[src/rtl/dram_arb_pkg.sv]
// dram_arb_pkg: shared types and sizing helpers for the DRAM arbiter.
//   state_e   - arbiter FSM states
//   owner_e   - current / last bus owner
//   cnt_width - width of the shared gap/timeout down-counter
package dram_arb_pkg;

  typedef enum logic [2:0] {
    ST_IDLE,
    ST_CPU_CYC,
    ST_CPU_END,
    ST_DMA_CYC,
    ST_DMA_END,
    ST_GAP
  } state_e;

  typedef enum logic {
    OWN_CPU = 1'b0,
    OWN_DMA = 1'b1
  } owner_e;

  function automatic int unsigned cnt_width(input int unsigned gap, input int unsigned timeout);
    int unsigned m;
    m = (gap > timeout) ? gap : timeout;
    return $clog2(m) + 1;
  endfunction

  localparam int unsigned CNT_W_DEFAULT = cnt_width(2, 64);

endpackage

[src/rtl/dram_arb_timer.sv]
// dram_arb_timer: loadable down-counter shared by the precharge gap and
// the DTACK timeout watchdog.
//   clk, rst_n - clock, asynchronous active-low reset
//   load       - load load_val (has priority over en)
//   load_val   - value to load
//   en         - decrement by one, saturating at zero
//   zero       - count is zero
module dram_arb_timer #(
  parameter int unsigned W = 7
) (
  input  logic         clk,
  input  logic         rst_n,
  input  logic         load,
  input  logic [W-1:0] load_val,
  input  logic         en,
  output logic         zero
);

  logic [W-1:0] count_q, count_d;

  always_comb begin
    count_d = count_q;
    if (load) begin
      count_d = load_val;
    end else if (en && (count_q != '0)) begin
      count_d = count_q - 1'b1;
    end
  end

  always_ff @(posedge clk or negedge rst_n) begin
    if (!rst_n) begin
      count_q <= '0;
    end else begin
      count_q <= count_d;
    end
  end

  assign zero = (count_q == '0);

endmodule

[src/rtl/dram_arbiter.sv]
// dram_arbiter: shares one dram_controller between the 68000 bus and a DMA
// requester. Round-robin grant, RAS precharge gap, DTACK timeout watchdog.
//   CLK, RST                    - clock, asynchronous active-low reset
//   CPU_CS/AS/UDS/LDS/RW/ADDR   - 68000 side request (strobes active-low)
//   CPU_DTACK, CPU_BERR         - 68000 termination (active-low)
//   DMA_REQ/ADDR/BE/WE          - DMA request (level, held until DMA_ACK)
//   DMA_ACK, DMA_ERR            - one-cycle completion / timeout flag
//   MEM_CS/AS/UDS/LDS/RW/ADDR   - to dram_controller bus-side inputs
//   MEM_DTACK                   - from dram_controller (active-low)
module dram_arbiter
  import dram_arb_pkg::*;
#(
  parameter int unsigned GAP_CYCLES     = 2,
  parameter int unsigned TIMEOUT_CYCLES = 64
) (
  input  logic        CLK,
  input  logic        RST,
  input  logic        CPU_CS,
  input  logic        CPU_AS,
  input  logic        CPU_UDS,
  input  logic        CPU_LDS,
  input  logic        CPU_RW,
  input  logic [22:0] CPU_ADDR,
  output logic        CPU_DTACK,
  output logic        CPU_BERR,
  input  logic        DMA_REQ,
  input  logic [22:0] DMA_ADDR,
  input  logic [1:0]  DMA_BE,
  input  logic        DMA_WE,
  output logic        DMA_ACK,
  output logic        DMA_ERR,
  output logic        MEM_CS,
  output logic        MEM_AS,
  output logic        MEM_UDS,
  output logic        MEM_LDS,
  output logic        MEM_RW,
  output logic [22:0] MEM_ADDR,
  input  logic        MEM_DTACK
);

  localparam int unsigned CNT_W = cnt_width(GAP_CYCLES, TIMEOUT_CYCLES);
  localparam logic [CNT_W-1:0] GAP_LOAD = CNT_W'(GAP_CYCLES - 1);
  localparam logic [CNT_W-1:0] TO_LOAD  = CNT_W'(TIMEOUT_CYCLES - 1);

  state_e             state_q, state_d;
  owner_e             owner_q, owner_d;
  logic               err_q, err_d;
  logic               tmr_load, tmr_en, tmr_zero;
  logic [CNT_W-1:0]   tmr_val;
  logic               cpu_req, dtack;

  assign cpu_req = !CPU_CS && !CPU_AS;
  assign dtack   = !MEM_DTACK;

  dram_arb_timer #(.W(CNT_W)) u_timer (
    .clk      (CLK),
    .rst_n    (RST),
    .load     (tmr_load),
    .load_val (tmr_val),
    .en       (tmr_en),
    .zero     (tmr_zero)
  );

  // Next state. The timer is loaded with N-1 on entry so that zero marks
  // the last of N cycles; DTACK is tested before the timeout so it wins a tie.
  always_comb begin
    state_d  = state_q;
    owner_d  = owner_q;
    err_d    = err_q;
    tmr_load = 1'b0;
    tmr_en   = 1'b0;
    tmr_val  = TO_LOAD;
    case (state_q)
      ST_IDLE: begin
        if (cpu_req && (!DMA_REQ || (owner_q == OWN_DMA))) begin
          state_d  = ST_CPU_CYC;
          owner_d  = OWN_CPU;
          err_d    = 1'b0;
          tmr_load = 1'b1;
        end else if (DMA_REQ) begin
          state_d  = ST_DMA_CYC;
          owner_d  = OWN_DMA;
          err_d    = 1'b0;
          tmr_load = 1'b1;
        end
      end
      ST_CPU_CYC: begin
        tmr_en = 1'b1;
        if (dtack) begin
          state_d = ST_CPU_END;
        end else if (CPU_AS) begin
          state_d  = ST_GAP;
          tmr_load = 1'b1;
          tmr_val  = GAP_LOAD;
        end else if (tmr_zero) begin
          state_d = ST_CPU_END;
          err_d   = 1'b1;
        end
      end
      ST_CPU_END: begin
        if (CPU_AS) begin
          state_d  = ST_GAP;
          tmr_load = 1'b1;
          tmr_val  = GAP_LOAD;
        end
      end
      ST_DMA_CYC: begin
        tmr_en = 1'b1;
        if (dtack) begin
          state_d = ST_DMA_END;
        end else if (tmr_zero) begin
          state_d = ST_DMA_END;
          err_d   = 1'b1;
        end
      end
      ST_DMA_END: begin
        state_d  = ST_GAP;
        tmr_load = 1'b1;
        tmr_val  = GAP_LOAD;
      end
      ST_GAP: begin
        tmr_en = 1'b1;
        if (tmr_zero) begin
          state_d = ST_IDLE;
        end
      end
      default: state_d = ST_IDLE;
    endcase
  end

  always_ff @(posedge CLK or negedge RST) begin
    if (!RST) begin
      state_q <= ST_IDLE;
      owner_q <= OWN_DMA;
      err_q   <= 1'b0;
    end else begin
      state_q <= state_d;
      owner_q <= owner_d;
      err_q   <= err_d;
    end
  end

  // Outputs. In CPU_END the termination is gated by CPU_AS so it releases
  // in the same cycle MEM_AS (which follows CPU_AS) rises.
  always_comb begin
    MEM_AS    = 1'b1;
    MEM_UDS   = 1'b1;
    MEM_LDS   = 1'b1;
    MEM_RW    = 1'b1;
    CPU_DTACK = 1'b1;
    CPU_BERR  = 1'b1;
    DMA_ACK   = 1'b0;
    DMA_ERR   = 1'b0;
    case (state_q)
      ST_CPU_CYC: begin
        MEM_AS    = CPU_AS;
        MEM_UDS   = CPU_UDS;
        MEM_LDS   = CPU_LDS;
        MEM_RW    = CPU_RW;
        CPU_DTACK = MEM_DTACK;
      end
      ST_CPU_END: begin
        MEM_AS    = CPU_AS;
        MEM_UDS   = CPU_UDS;
        MEM_LDS   = CPU_LDS;
        MEM_RW    = CPU_RW;
        CPU_DTACK = CPU_AS || err_q;
        CPU_BERR  = CPU_AS || !err_q;
      end
      ST_DMA_CYC, ST_DMA_END: begin
        MEM_AS  = 1'b0;
        MEM_UDS = !DMA_BE[1];
        MEM_LDS = !DMA_BE[0];
        MEM_RW  = !DMA_WE;
        if (state_q == ST_DMA_END) begin
          DMA_ACK = 1'b1;
          DMA_ERR = err_q;
        end
      end
      default: ;
    endcase
  end

  assign MEM_CS   = MEM_AS;
  assign MEM_ADDR = (owner_q == OWN_DMA) ? DMA_ADDR : CPU_ADDR;

endmodule
[config.mk]
export PLATFORM = sky130hd
export DESIGN_NAME = dram_arbiter
export DESIGN_NICKNAME = d
export VERILOG_FILES = /design/src/rtl/dram_arb_pkg.sv /design/src/rtl/dram_arb_timer.sv /design/src/rtl/dram_arbiter.sv
export SDC_FILE = /design/constraint.sdc
export NUM_CORES = 1
export LEC_CHECK = 0
export ABC_AREA = 1
export CORE_MARGIN = 3
export CORE_UTILIZATION = 38
export DETAILED_ROUTE_END_ITERATION = 8
export GPL_TIMING_DRIVEN = 0
export HOLD_SLACK_MARGIN = 0.05
export PLACE_DENSITY = 0.87
export REMOVE_ABC_BUFFERS = 1
export SLEW_MARGIN = 10
export SYNTH_ARGS = -nofsm -noshare
export SYNTH_HDL_FRONTEND = slang
export SYNTH_SLANG_ARGS = --single-unit
[constraint.sdc]
create_clock -name CLK -period 2.9 [get_ports CLK]
set_clock_uncertainty 0.05 [all_clocks]
set_input_delay 0.725 -clock CLK [delete_from_list [all_inputs] [get_ports CLK]]
set_output_delay 0.725 -clock CLK [all_outputs]
set_load 0.005 [all_outputs]
==> impl_metrics.csv <==
group,metric,value,unit
status,status,"complete, no violations",
layout,finalInstanceArea,2220,sq um
placement,dp_hpwl,3460,microns
clock_tree,clockRootBuffer,"clkbuf_4",
sta,rsz0062_at_grt,"false",
yosys,async_flop_share,1.00,
layout,fillerInstances,276,
critical_path,rr_startpoint,"u_timer.count_q[0]$_DFFE_PN0P_",
critical_path,cp_slowest_cell,"dfstp_4",
drt,postRouteAntennaNets,0,
critical_path,cp_max_fo,26,
power_and_ir_drop,total_power,2.07,mW
clock_tree,cts_setup_buffers,0,
layout,layout-drive-gt1-share,0.0717,
critical_path,critPathMaxStageDelay,0.79,ns
layout,instances_no_fill,351,
critical_path,cp.arrival,1.99,ns
yosys,synth_area_leader_cell,"nand2_1",
yosys,postSynthAreaPerCell,5.76,sq um
layout,n_antenna_cell,0,
hold_path,min_to,"u_timer.count_q[0]$_DFFE_PN0P_",
placement,routabilityCongestion,0.846,
global_routing,antenna_found_initial,0,
yosys,yosys-top-cells-area,"nand2_1 33%, dfrtp_1 22%, nand3_1 7.9%",
critical_path,rrSetupSlack,1.32,ns
drt,via_per_inst,4.82,
global_routing,grt_pass1_wl,6940,microns
placement,io_buffers,89,
critical_path,cp_common_cell,"nand2_1",
hold_path,worstHoldStart,"u_timer.count_q[0]$_DFFE_PN0P_",
global_routing,grt-ovfl-total,0,
drt,dr.pass1.iters,4,
global_routing,grtUsageTotal,0.211,
critical_path,start_kind,"flip-flop",
clock_tree,clk_pin_slew,0.08,ns
clock_tree,cts_hold_buf,0,
yosys,syn_inst,221,
layout,layout_common_cells,"113 x nand2_1, 88 x clkdlybuf4s50_1, 20 x nand3_1",
sta,finalSetupViolations,0,
power_and_ir_drop,ir_drop,471,uV
layout,layout_commonest_cell,"nand2_1",
power_and_ir_drop,p_leak,1.11,nW
sta,fmax,362,MHz
global_routing,grt_max_degree,27,
yosys,yosysSeqAreaShare,0.237,
critical_path,worst-endpoint-required,2.12,ns
floorplan,rows,20,
clock_tree,clkLatencyLatePin,0.27,ns
critical_path,crit_chain,"clkinvlp_4, nand2_1, nand2_1, clkdlybuf4s50_1",
clock_tree,cts_tree,"yes",
sta,max_slew_margin,0.628,
drt,routedWlPerCell,11.9,microns
drt,drt-total-wl,4180,microns
layout,nets,367,
power_and_ir_drop,powerDensity,933,nW/um^2
floorplan,die_h,63.9,microns
yosys,yosys_warnings,0,
sta,period_share,0.952,
sta,tightest_slew,0.556,ns
critical_path,cp-end-kind,"primary output",
clock_tree,numCtsBuffers,3,
layout,fin_util,0.710,
drt,drt_iter0_markers,88,
layout,syn_to_final_growth,74.4,%
clock_tree,clock_path_buffers,2,
floorplan,die_w,63.9,microns
hold_path,whs_path_depth,2,
yosys,synth-seq-cells,12,
floorplan,start_util,0.407,
run,max_cap_viol_count,0,
placement,placed_area,2170,sq um
sta,fin_ws,0.139,ns
floorplan,die_area,4080,sq um
sta,post-route-min-period,2.76,ns
yosys,synth_area,1270,sq um
critical_path,r2r_end,"u_timer.count_q[1]$_DFFE_PN0P_",
yosys,synth_top_area_frac,0.333,
drt,num_vias,1692,
yosys,synth_ff_type,"dfrtp_1",
layout,multiInputGateArea,841,sq um
floorplan,coreArea,3130,sq um
sta,drv_slew,0,
global_routing,grt_pass1_vias,1522,
sta,final_hold_viol_count,0,
hold_path,hp-class,"flip-flop to flip-flop",
yosys,synth_edf_count,0,
critical_path,worstSetupPathType,"flip-flop to primary output",
critical_path,reg2reg_depth,7,
layout,ff_latch_area,305,sq um
placement,pre_cts_ws,-0.0649,ns
clock_tree,post_cts_resized,4,
placement,dp_cells,346,
clock_tree,h-tree-depth,1,
yosys,synthDistinctLibCells,30,
drt,drc,0,
floorplan,io_pins,90,
clock_tree,clock_sinks,12,
sequential cells by signal, indices dropped and copies added (netlist names):
register and count:
owner_q 1, err_q 1, state_q 3, u_timer.count_q 7
critical path: cells and delay by family (launching register included):
kind	cells	cell delay, ns
flops	1	0.79
buf+inv	2	0.72
simple gates	2	0.20
synthesized netlist by cell type (3+ instances only):
| cell | count |
|---|---|
| a21oi_1 | 3 |
| nor2_1 | 11 |
| dfrtp_1 | 11 |
| nand3_1 | 20 |
| o21ai_0 | 8 |
| inv_1 | 18 |
| nand2_2 | 3 |
| clkbuf_1 | 5 |
| nand2_4 | 3 |
| nand2_1 | 113 |
| nand4_1 | 3 |
logic make-up after synthesis:
| logic type | count (synthesis) | synth area share |
|---|---|---|
| AND/OR/NAND/NOR | 162 | 0.573 |
| buffers and inverters | 29 | 0.102 |
| AO/OA/AOI/OAI | 16 | 0.0708 |
| adder cells (fa/ha/maj) | 1 | 0.00983 |
| flip-flops | 12 | 0.237 |
| XOR/XNOR | 1 | 0.00688 |
metal layers:
metal / vias up / routed length (microns) / track usage
li1: 866 / - / -
met1: 757 / 1780 / 0.256
met2: 65 / 2020 / 0.378
met3: 4 / 352 / 0.0457
met4: 0 / 30 / 0.0431
met5: - / 0 / 0
through the flow:
| step | setup TNS, ns | hold WS [ns] |
|---|---|---|
| 3_5_place_dp | -0.150 | 0.422 |
| 3_3_place_gp | -0.0888 | 0.415 |
| 6_report | 0 | 0.437 |
| 5_1_grt | 0 | 0.499 |
| 2_1_floorplan | 0 | 0.379 |
| 4_1_cts | 0 | 0.440 |
cell type report:
type                            count  area share
Timing Repair Buffer               89       0.401
Multi-Input combinational cell    180       0.379
Sequential cell                    12       0.138
Inverter                           21      0.0383
Tap cell                           44      0.0248
Clock buffer                        4      0.0163
Timing Repair inverter              1     0.00338
where the power goes:
part	switching, mW	internal [mW]
combinational	0.770	0.768
sequential	0.144	0.255
clock	0.0578	0.0763
total	0.971	1.10
how the worst max path moves through the flow:
stage | cells past startpoint | endpoint | slack [ns] | from
after floorplan | 3 | MEM_ADDR[0] | 0.95 | owner_q$_DFFE_PN1P_
after global placement | 4 | MEM_CS | -0.04 | CPU_AS
after detailed placement | 4 | MEM_AS | -0.06 | CPU_AS
after CTS | 4 | MEM_ADDR[3] | 0.12 | owner_q$_DFFE_PN1P_
after global routing | 7 | MEM_CS | 0.01 | state_q[1]$_DFFE_PN0P_
final | 4 | MEM_ADDR[12] | 0.14 | owner_q$_DFFE_PN1P_
No activity file was read; power rests on OpenSTA's default activity.
